$ cat config.mk
export PLATFORM = sky130hd
export DESIGN_NAME = fifo_param_flat
export DESIGN_NICKNAME = d
export VERILOG_FILES = /design/src/rtl/fifo_pkg.sv /design/src/rtl/fifo_param_if.sv /design/src/rtl/fifo_ram.sv /design/src/rtl/fifo_param.sv /design/src/flat_wrapper.sv
export SDC_FILE = /design/constraint.sdc
export NUM_CORES = 1
export LEC_CHECK = 0
export CORE_ASPECT_RATIO = 0.5
export CORE_MARGIN = 3
export CORE_UTILIZATION = 55
export CTS_BUF_LIST = sky130_fd_sc_hd__clkbuf_8 sky130_fd_sc_hd__clkbuf_16
export CTS_CLUSTER_DIAMETER = 60
export DETAILED_ROUTE_END_ITERATION = 10
export PLACE_DENSITY = 0.75
export SYNTH_ARGS = -nofsm -noshare
export SYNTH_HDL_FRONTEND = slang
export SYNTH_SLANG_ARGS = --single-unit
export TNS_END_PERCENT = 50
$ cat constraint.sdc
create_clock -name clk -period 8.6 [get_ports clk]
set_clock_uncertainty 0.15 [all_clocks]
set_input_delay 2.15 -clock clk [delete_from_list [all_inputs] [get_ports clk]]
set_output_delay 2.15 -clock clk [all_outputs]
set_load 0.01 [all_outputs]
$ cat src/rtl/fifo_pkg.sv
// Shared definitions for the parametrised FIFO: depth and count-width helpers
// and the reset values of the status flags.
package fifo_pkg;

  function automatic int fifo_depth(input int addr_w);
    return 1 << addr_w;
  endfunction

  // Count must represent 0..DEPTH inclusive, hence one bit wider than a pointer.
  function automatic int count_width(input int addr_w);
    return addr_w + 1;
  endfunction

  localparam logic ERR_FLAG_RST = 1'b0;
  localparam logic RD_VALID_RST = 1'b0;

endpackage

$ cat src/rtl/fifo_param_if.sv
// Producer/consumer bundle of the parametrised FIFO; the FIFO takes the slave side.
interface fifo_param_if #(
  parameter int DATA_W = 8,
  parameter int ADDR_W = 4
);
  import fifo_pkg::*;

  localparam int CW = count_width(ADDR_W);

  logic              wr_en;
  logic [DATA_W-1:0] wr_data;
  logic              rd_en;
  logic [DATA_W-1:0] rd_data;
  logic              rd_valid;
  logic [CW-1:0]     afull_thresh;
  logic [CW-1:0]     aempty_thresh;
  logic              clr_err;
  logic [CW-1:0]     count;
  logic              full;
  logic              empty;
  logic              almost_full;
  logic              almost_empty;
  logic              overflow;
  logic              underflow;

  modport master (
    output wr_en, wr_data, rd_en, afull_thresh, aempty_thresh, clr_err,
    input  rd_data, rd_valid, count, full, empty, almost_full, almost_empty,
           overflow, underflow
  );

  modport slave (
    input  wr_en, wr_data, rd_en, afull_thresh, aempty_thresh, clr_err,
    output rd_data, rd_valid, count, full, empty, almost_full, almost_empty,
           overflow, underflow
  );

endinterface

$ cat src/rtl/fifo_ram.sv
// DEPTH x DATA_W simple dual-port storage: synchronous write, asynchronous read.
module fifo_ram
  import fifo_pkg::*;
#(
  parameter int DATA_W = 8,
  parameter int ADDR_W = 4
) (
  input  logic              clk,
  input  logic              we,
  input  logic [ADDR_W-1:0] waddr,
  input  logic [DATA_W-1:0] wdata,
  input  logic [ADDR_W-1:0] raddr,
  output logic [DATA_W-1:0] rdata
);

  localparam int DEPTH = fifo_depth(ADDR_W);

  logic [DATA_W-1:0] mem [DEPTH];

  always_ff @(posedge clk) begin
    if (we) mem[waddr] <= wdata;
  end

  assign rdata = mem[raddr];

endmodule

$ cat src/rtl/fifo_param.sv
// Parametrised single-clock FIFO with occupancy count, programmable almost
// thresholds, sticky overflow/underflow and optional first-word-fall-through.
module fifo_param
  import fifo_pkg::*;
#(
  parameter int DATA_W = 8,
  parameter int ADDR_W = 4,
  parameter int FWFT   = 0
) (
  input logic         clk,
  input logic         rst_n,
  fifo_param_if.slave bus
);

  localparam int              DEPTH   = fifo_depth(ADDR_W);
  localparam int              CW      = count_width(ADDR_W);
  localparam logic [CW-1:0]   DEPTH_C = CW'(DEPTH);

  logic [ADDR_W-1:0] wr_ptr, rd_ptr;
  logic [CW-1:0]     count_q;
  logic              overflow_q, underflow_q;
  logic              wr_acc, rd_acc;
  logic [DATA_W-1:0] ram_rdata;

  // Flags derive from the registered count only, never from pointer compare.
  assign bus.count        = count_q;
  assign bus.full         = (count_q == DEPTH_C);
  assign bus.empty        = (count_q == '0);
  assign bus.almost_full  = (count_q >= bus.afull_thresh);
  assign bus.almost_empty = (count_q <= bus.aempty_thresh);
  assign bus.overflow     = overflow_q;
  assign bus.underflow    = underflow_q;

  assign wr_acc = bus.wr_en & ~bus.full;
  assign rd_acc = bus.rd_en & ~bus.empty;

  always_ff @(posedge clk) begin
    if (!rst_n) begin
      wr_ptr      <= '0;
      rd_ptr      <= '0;
      count_q     <= '0;
      overflow_q  <= ERR_FLAG_RST;
      underflow_q <= ERR_FLAG_RST;
    end else begin
      if (wr_acc) wr_ptr <= wr_ptr + ADDR_W'(1);
      if (rd_acc) rd_ptr <= rd_ptr + ADDR_W'(1);
      case ({wr_acc, rd_acc})
        2'b10:   count_q <= count_q + CW'(1);
        2'b01:   count_q <= count_q - CW'(1);
        default: count_q <= count_q;
      endcase
      // A new error in the same cycle as clr_err must not be lost.
      if (bus.wr_en & bus.full)      overflow_q <= 1'b1;
      else if (bus.clr_err)          overflow_q <= 1'b0;
      if (bus.rd_en & bus.empty)     underflow_q <= 1'b1;
      else if (bus.clr_err)          underflow_q <= 1'b0;
    end
  end

  fifo_ram #(
    .DATA_W(DATA_W),
    .ADDR_W(ADDR_W)
  ) u_ram (
    .clk   (clk),
    .we    (wr_acc & rst_n),
    .waddr (wr_ptr),
    .wdata (bus.wr_data),
    .raddr (rd_ptr),
    .rdata (ram_rdata)
  );

  if (FWFT != 0) begin : g_fwft
    assign bus.rd_data  = ram_rdata;
    assign bus.rd_valid = ~bus.empty;
  end else begin : g_reg
    logic [DATA_W-1:0] rd_data_q;
    logic              rd_valid_q;

    always_ff @(posedge clk) begin
      if (!rst_n) begin
        rd_data_q  <= '0;
        rd_valid_q <= RD_VALID_RST;
      end else begin
        rd_valid_q <= rd_acc;
        if (rd_acc) rd_data_q <= ram_rdata;
      end
    end

    assign bus.rd_data  = rd_data_q;
    assign bus.rd_valid = rd_valid_q;
  end

endmodule

$ cat src/flat_wrapper.sv
// flat-port wrapper written by rule: the top's interface ports become plain ports
module fifo_param_flat import fifo_pkg::*;
#(
  parameter int DATA_W = 8,
  parameter int ADDR_W = 4,
  parameter int FWFT   = 0
)
  (clk, rst_n, bus_wr_en, bus_wr_data, bus_rd_en, bus_afull_thresh, bus_aempty_thresh, bus_clr_err, bus_rd_data, bus_rd_valid, bus_count, bus_full, bus_empty, bus_almost_full, bus_almost_empty, bus_overflow, bus_underflow);
  fifo_param_if #(.DATA_W(DATA_W), .ADDR_W(ADDR_W)) bus_i ();
  input logic clk;
  input logic rst_n;
  input wire logic [$bits(bus_i.wr_en)-1:0] bus_wr_en;
  input wire logic [$bits(bus_i.wr_data)-1:0] bus_wr_data;
  input wire logic [$bits(bus_i.rd_en)-1:0] bus_rd_en;
  input wire logic [$bits(bus_i.afull_thresh)-1:0] bus_afull_thresh;
  input wire logic [$bits(bus_i.aempty_thresh)-1:0] bus_aempty_thresh;
  input wire logic [$bits(bus_i.clr_err)-1:0] bus_clr_err;
  output wire logic [$bits(bus_i.rd_data)-1:0] bus_rd_data;
  output wire logic [$bits(bus_i.rd_valid)-1:0] bus_rd_valid;
  output wire logic [$bits(bus_i.count)-1:0] bus_count;
  output wire logic [$bits(bus_i.full)-1:0] bus_full;
  output wire logic [$bits(bus_i.empty)-1:0] bus_empty;
  output wire logic [$bits(bus_i.almost_full)-1:0] bus_almost_full;
  output wire logic [$bits(bus_i.almost_empty)-1:0] bus_almost_empty;
  output wire logic [$bits(bus_i.overflow)-1:0] bus_overflow;
  output wire logic [$bits(bus_i.underflow)-1:0] bus_underflow;
  assign bus_i.wr_en = bus_wr_en;
  assign bus_i.wr_data = bus_wr_data;
  assign bus_i.rd_en = bus_rd_en;
  assign bus_i.afull_thresh = bus_afull_thresh;
  assign bus_i.aempty_thresh = bus_aempty_thresh;
  assign bus_i.clr_err = bus_clr_err;
  assign bus_rd_data = bus_i.rd_data;
  assign bus_rd_valid = bus_i.rd_valid;
  assign bus_count = bus_i.count;
  assign bus_full = bus_i.full;
  assign bus_empty = bus_i.empty;
  assign bus_almost_full = bus_i.almost_full;
  assign bus_almost_empty = bus_i.almost_empty;
  assign bus_overflow = bus_i.overflow;
  assign bus_underflow = bus_i.underflow;
  fifo_param #(.DATA_W(DATA_W), .ADDR_W(ADDR_W), .FWFT(FWFT)) u_core (.clk(clk), .rst_n(rst_n), .bus(bus_i));
endmodule
==> Implementation_results.wiki, run 1 <==
{| class="wikitable"
! Metric !! Value
|-
| Final critical-path required period || 6.51 ns
|-
| H-tree levels || 4
|-
| Vertical extent of the die || 82.2 um
|-
| Relative slew slack || 0.123
|-
| Power Density || 271 nW/um^2
|-
| Mean cell area of the mapped netlist || 14.8 sq um
|-
| Synth cell types || 35
|-
| Layout area overhead || 16.7%
|-
| Clock Path Buffers || 2
|-
| Setup crit end kind || output port
|-
| Total via count in the routed design || 3647
|-
| Antenna violations before repair || 0
|-
| Sequence of cells on the critical path || clkdlybuf4s50_1 > inv_1 > ha_1 > nor2b_1 > o21a_1 > o21a_1 > o21a_1 > o22ai_1 > clkdlybuf4s50_1
|-
| Number of synthesized register bits || about 150
|-
| Port bufs || 42
|-
| Share of post-route cells with drive strength above 1 || 0.0777
|-
| Number of cells produced by synthesis || 432
|-
| Via count of the first global-routing pass || between 3000 and 4000
|-
| RSZ-0062 raised after global routing || false
|-
| Post-synthesis compound-gate area fraction || 0.0639
|-
| Die boundary width || 158 um
|-
| Total inserted antenna cells || 0
|-
| Crit path largest cell delay || 0.56 ns
|-
| Remaining routing DRC violations || 0
|-
| GRT Resource Usage Total || 0.212
|-
| IO Count || 43
|-
| Final Net Count || 519
|-
| Critical setup path kind || input pin to output port
|-
| Post-detail-place hpwl || 8210 um
|-
| Final number of max-transition violations || 0
|-
| Worst path slowest cell || clkdlybuf4s50_1
|-
| Largest family of logic cells by synthesized area || multiplexers
|-
| Worst hold path type || register to register
|-
| Iteration count of the initial detailed-routing pass || 4
|-
| Top-count cell post-synth || edfxtp_1
|-
| Outcome || finished, final reports clean
|-
| Count of nets left with antenna violations after detail routing || 0
|-
| Kind of start point of the critical path || input pin
|-
| Cell area after technology mapping || 6380 sq um
|-
| CP Data Arrival Time || about 4.2 ns
|-
| CP Max Fanout || 2
|-
| Final hold violations || 0
|-
| Simple-gate area share of the yosys netlist || 0.0702
|-
| Sequential element share of the synthesized area || 0.678
|-
| Max-cap violations || 0
|-
| Aggregate negative setup slack || 0 ns
|-
| Number of standard-cell rows in the floorplan || 27
|-
| Portion of synthesized cell area occupied by the leading cell type || 0.602
|-
| Cell Area, Placed || about 7000 sq um
|-
| Most area-consuming cells after synthesis || edfxtp_1 (60%), mux2i_1 (10%), dfxtp_1 (7.5%)
|-
| Number of buffers added for setup after CTS || 0
|-
| Setup violators final || 0
|-
| Starting DRT DRC Count || 257
|-
| Predominant post-synthesis flop cell || edfxtp_1
|-
| CP most frequent cell || o21a_1
|-
| Starting density of the core || 0.572
|-
| Hold_buf cts || 0
|-
| Total wire length after detailed routing || 12800 um
|-
| Clk root buf || clkbuf_16
|-
| Area share of fa/ha/maj cells after synthesis || 0.0404
|-
| Grt ovf || 0
|-
| Total number of yosys warnings || 0
|-
| Count of flip-flops with a built-in enable after synthesis || approximately 130
|-
| Placeable core region || ~11000 sq um
|-
| Fraction of registers with async set/reset || 0
|-
| Clock latency of the later-clocked register in the worst-skew pair || 0.42 ns
|-
| Total leakage power || 2.42 nW
|-
| Wire length of the first global-routing pass || 19900 um
|-
| Final cell utilization of the core || 0.668
|-
| Largest voltage drop on the vdd net || about 0.18 mV
|-
| Share of cell area taken by muxes after synthesis || 0.104
|-
| CTS tree || built
|-
| CTS buffer count || 17
|-
| Final GP Congestion || 0.797
|-
| Slew at the pin with the worst max-slew slack || 1.31 ns
|-
| Routed wire per std cell || 20.2 um
|-
| Post-Syn Nets || 475
|-
| Top achievable clock speed || 0.154 GHz
|-
| Clock slew at reported path FFs || about 0.060 ns
|-
| Clock sinks || 152
|-
| Design area || 7450 sq um
|-
| Library cell occupying the most area in the post-synthesis netlist || edfxtp_1
|-
| Post-synthesis xor/xnor area fraction || 0.0124
|-
| Total Die Area || 13000 sq um
|-
| Via density per instance || 5.75
|-
| Final worst-path cycle share || 0.757
|-
| Maximum number of pins on one net before global-route repair || 54
|-
| Resized cells post-CTS || 0
|-
| Leading post-synthesis cells by instance count || edfxtp_1 (128), mux2i_1 (66), o22ai_1 (33), dfxtp_1 (24), ha_1 (19)
|-
| Req. time, crit path || 6.30 ns
|}
[per-layer routing]
layer	GRT usage	wire [um]
met5	0	0
met4	0.0609	121
met3	0.0734	1110
met2	0.322	5760
met1	0.295	5800
[cell type report]
class                           instances  area [sq um]
Sequential cell                       152          4330
Inverter                               16          60.1
Fill cell                             764          3700
Tap cell                              145           181
Clock buffer                           17           425
Timing Repair Buffer                   45           443
Multi-Input combinational cell        244          1850
Clock inverter                         15           159
[logic make-up after synthesis]
kind of cell	after synthesis
buf+inv	36
xor+xnor	9
fa+ha+maj	20
mux	66
simple gates	82
compound gates	67
flops	152
[final timing paths]
kind,cells past startpoint,startpoint,to,slack (ns)
worst max-delay path,9,bus_aempty_thresh[1],bus_almost_empty,2.09
worst min-delay path,2,u_core.bus.rd_data[6],u_core.bus.rd_data[6],0.39
worst max register to register,10,u_core.bus.count[4],u_core.bus.count[4],5.18
worst min register to register,2,u_core.bus.rd_data[6],u_core.bus.rd_data[6],0.39
[sequential cells by signal (all words and copies together) (netlist names)]
name	cells
u_core.bus.underflow	1
u_core.u_ram.mem	128
u_core.bus.count	5
u_core.bus.overflow	1
u_core.wr_ptr	4
u_core.bus.rd_data	8
u_core.rd_ptr	4
u_core.bus.rd_valid	1
[critical path, delay by kind of cell]
| family | cells | cell delay [ns] |
|---|---|---|
| AO/OA/AOI/OAI | 4 | 0.61 |
| adder cells (fa/ha/maj) | 1 | 0.28 |
| buffers and inverters | 3 | 1.05 |
| AND/OR/NAND/NOR | 1 | 0.13 |
[cells in the final DEF (no fill, tap or decap)]
cell and n:
edfxtp_1 128, mux2i_1 66, clkdlybuf4s50_1 42, o22ai_1 33, dfxtp_1 23, ha_1 19
nor2_1 18, clkbuf_16 17, inv_1 16, a21oi_1 15, o21ai_0 13, nand2_1 12
nor2b_1 10, and2_1 10, nor4_1 8, nand3_1 7, xnor2_1 5, nor3_1 4
xor2_1 4, clkinv_1 4, clkinv_2 4, nand2b_1 3, o21a_1 3, nand3b_1 3
bufinv_16 3, buf_4 3, and2_2 2, nand4_1 2, clkinv_4 2, nor4_4 1
a21boi_2 1, a21boi_4 1, or3_1 1, a21o_2 1, or3b_1 1, fa_1 1
inv_6 1, clkinvlp_4 1, dfxtp_4 1
[power breakdown]
| group | total, mW | internal [mW] | switching [mW] | leakage [nW] |
|---|---|---|---|---|
| registers | 0.891 | 0.845 | 0.0463 | 1.35 |
| clock network | 0.727 | 0.451 | 0.276 | 0.287 |
| logic | 0.401 | 0.193 | 0.207 | 0.788 |
[metrics by stage]
| stage | hold WS (ns) | setup slack [ns] | total power [mW] | cells |
|---|---|---|---|---|
| after floorplan | 0.407 | 3.06 | 1.15 | 432 |
| after global placement | 0.375 | 2.12 | 1.30 | 602 |
| after detailed placement | 0.382 | 2.09 | 1.31 | 602 |
| after CTS | 0.391 | 2.08 | 2.03 | 634 |
| after global routing | 0.424 | 1.99 | 2.11 | 634 |
| final | 0.391 | 2.09 | 2.02 | 634 |
Power figures use the tool's default switching activity.
==> run 2: changes to the inputs <==
clock period = 6.69 ns   (was 8.6 ns; I/O delays follow)
==> Implementation_results.wiki, run 2 (same netlist as run 1, synthesis figures left out) <==
{| class="wikitable"
! Metric !! Value
|-
| Outcome || finished, final reports clean
|-
| Layout area overhead || 16.7%
|-
| RSZ-0062 raised after global routing || false
|-
| Final critical-path required period || 5.55 ns
|-
| Clock slew at reported path FFs || 0.06 ns
|-
| Slew at the pin with the worst max-slew slack || 1.31 ns
|-
| Final number of max-transition violations || 0
|-
| Grt ovf || 0
|-
| CTS tree || built
|-
| CTS buffer count || 17
|-
| Final Net Count || 519
|-
| Worst hold path type || register to register
|-
| Filler cells || 792
|-
| Max FFs per register || 128
|-
| M1 GR Usage || 0.311
|-
| Met3 Use GR || 0.0635
|-
| Highest-utilization routing layer at the global route stage || met2
|-
| Number of standard-cell rows in the floorplan || 27
|-
| Setup crit end kind || output port
|-
| Largest voltage drop on the vdd net || 0.197 mV
|-
| Via count of the first global-routing pass || 3495
|-
| Most flop-heavy register || u_core.u_ram.mem
|-
| Post-detail-place hpwl || 8220 um
|-
| Total via count in the routed design || 3682
|-
| Share of post-route cells with drive strength above 1 || 0.0757
|-
| Via density per instance || 5.81
|-
| Hold_buf cts || 0
|-
| Relative slew slack || 0.120
|-
| Total inserted antenna cells || 0
|-
| Clock sinks || 152
|-
| Antenna violations before repair || 0
|-
| Power Density || 348 nW/um^2
|-
| H-tree levels || 4
|-
| Routed wire per std cell || 20.3 um
|-
| Wire length of the first global-routing pass || 19900 um
|-
| CP Data Arrival Time || 3.73 ns
|-
| Final GP Congestion || 0.797
|-
| Total Die Area || 13000 sq um
|-
| Iteration count of the initial detailed-routing pass || 6
|-
| Met2 track demand over resource || 0.315
|-
| Setup violators final || 0
|-
| Starting density of the core || 0.572
|-
| GRT Resource Usage Total || 0.213
|-
| Total leakage power || 2.42 nW
|-
| Vertical extent of the die || 82.2 um
|-
| Remaining routing DRC violations || 0
|-
| CP Max Fanout || 2
|-
| Req. time, crit path || about 4.9 ns
|-
| Clock Path Buffers || 2
|-
| Critical setup path kind || input pin to output port
|-
| Number of buffers added for setup after CTS || 0
|-
| Total wire length after detailed routing || 12800 um
|-
| IO Count || 43
|-
| Top achievable clock speed || 0.180 GHz
|-
| Max-cap violations || 0
|-
| Worst hold margin || approximately 0.40 ns
|-
| Maximum number of pins on one net before global-route repair || 54
|-
| Resized cells post-CTS || 0
|-
| Die boundary width || around 160 um
|-
| Final worst-path cycle share || 0.830
|-
| Count of nets left with antenna violations after detail routing || 0
|-
| Final hold violations || 0
|-
| Clock latency of the later-clocked register in the worst-skew pair || 0.41 ns
|-
| Highest-count cells in the layout ignoring fill and taps || edfxtp_1 (128), mux2i_1 (66), clkdlybuf4s50_1 (42)
|-
| Clk root buf || clkbuf_16
|-
| Commonest non-fill, non-tap cell in the layout || edfxtp_1
|-
| Aggregate negative setup slack || 0 ns
|-
| Placeable core region || 11100 sq um
|-
| Kind of start point of the critical path || input pin
|-
| Port bufs || between 40 and 50
|-
| Starting DRT DRC Count || 372
|}
## run 2: cell counts in the layout (fill, tap and decap cells not counted)
Identical to the previous run, type by type.
## run 2: stage by stage
step	worst slack (ns)	total power [mW]	cell area (sq um)	utilization	instances
3_5_place_dp	1.14	1.68	6870	0.616	602
2_1_floorplan	2.10	1.48	6380	-	432
4_1_cts	1.13	2.61	7450	0.668	634
5_1_grt	1.04	2.71	7450	0.668	634
3_3_place_gp	1.17	1.67	6870	0.616	602
6_report	1.14	2.60	7450	0.668	634
## run 2: cell type report
type                       count  area, sq um  share of cell area
clock buffer                  17          425              0.0571
clock inverter                15          158              0.0212
multi-input combinational    244         1850               0.249
inverter                      16         60.1             0.00806
sequential                   152         4330               0.581
tap                          145          181              0.0244
timing repair buffer          45          443              0.0595
## run 2: path summary, 6_finish.rpt
check	slack (ns)	start	endpoint	cells past startpoint
worst max register to register	3.29	u_core.bus.count[4]	u_core.bus.count[4]	10
worst max-delay path	1.14	bus_aempty_thresh[1]	bus_almost_empty	9
worst min-delay path	0.40	u_core.bus.rd_data[4]	u_core.bus.rd_data[4]	2
worst min register to register	0.40	u_core.bus.rd_data[4]	u_core.bus.rd_data[4]	2
## run 2: worst max-delay path, stage by stage
cell and delay (ns):
clkdlybuf4s50_1 0.45, inv_1 0.04, ha_1 0.28, nor2b_1 0.13, o21a_1 0.16, o21a_1 0.16, o21a_1 0.16, o22ai_1 0.13
clkdlybuf4s50_1 0.56
## run 2: where the power goes
part / switching (mW) / internal, mW / total, mW
clock network: 0.354 / 0.579 / 0.934
registers: 0.0612 / 1.09 / 1.15
logic: 0.266 / 0.248 / 0.514
## run 2: routing by layer
metal  vias to the layer above  routed length [um]
li1                       1723                   -
met1                      1795                5890
met2                       150                5760
met3                        14                1060
met4                         0                 131
met5                         -                   0
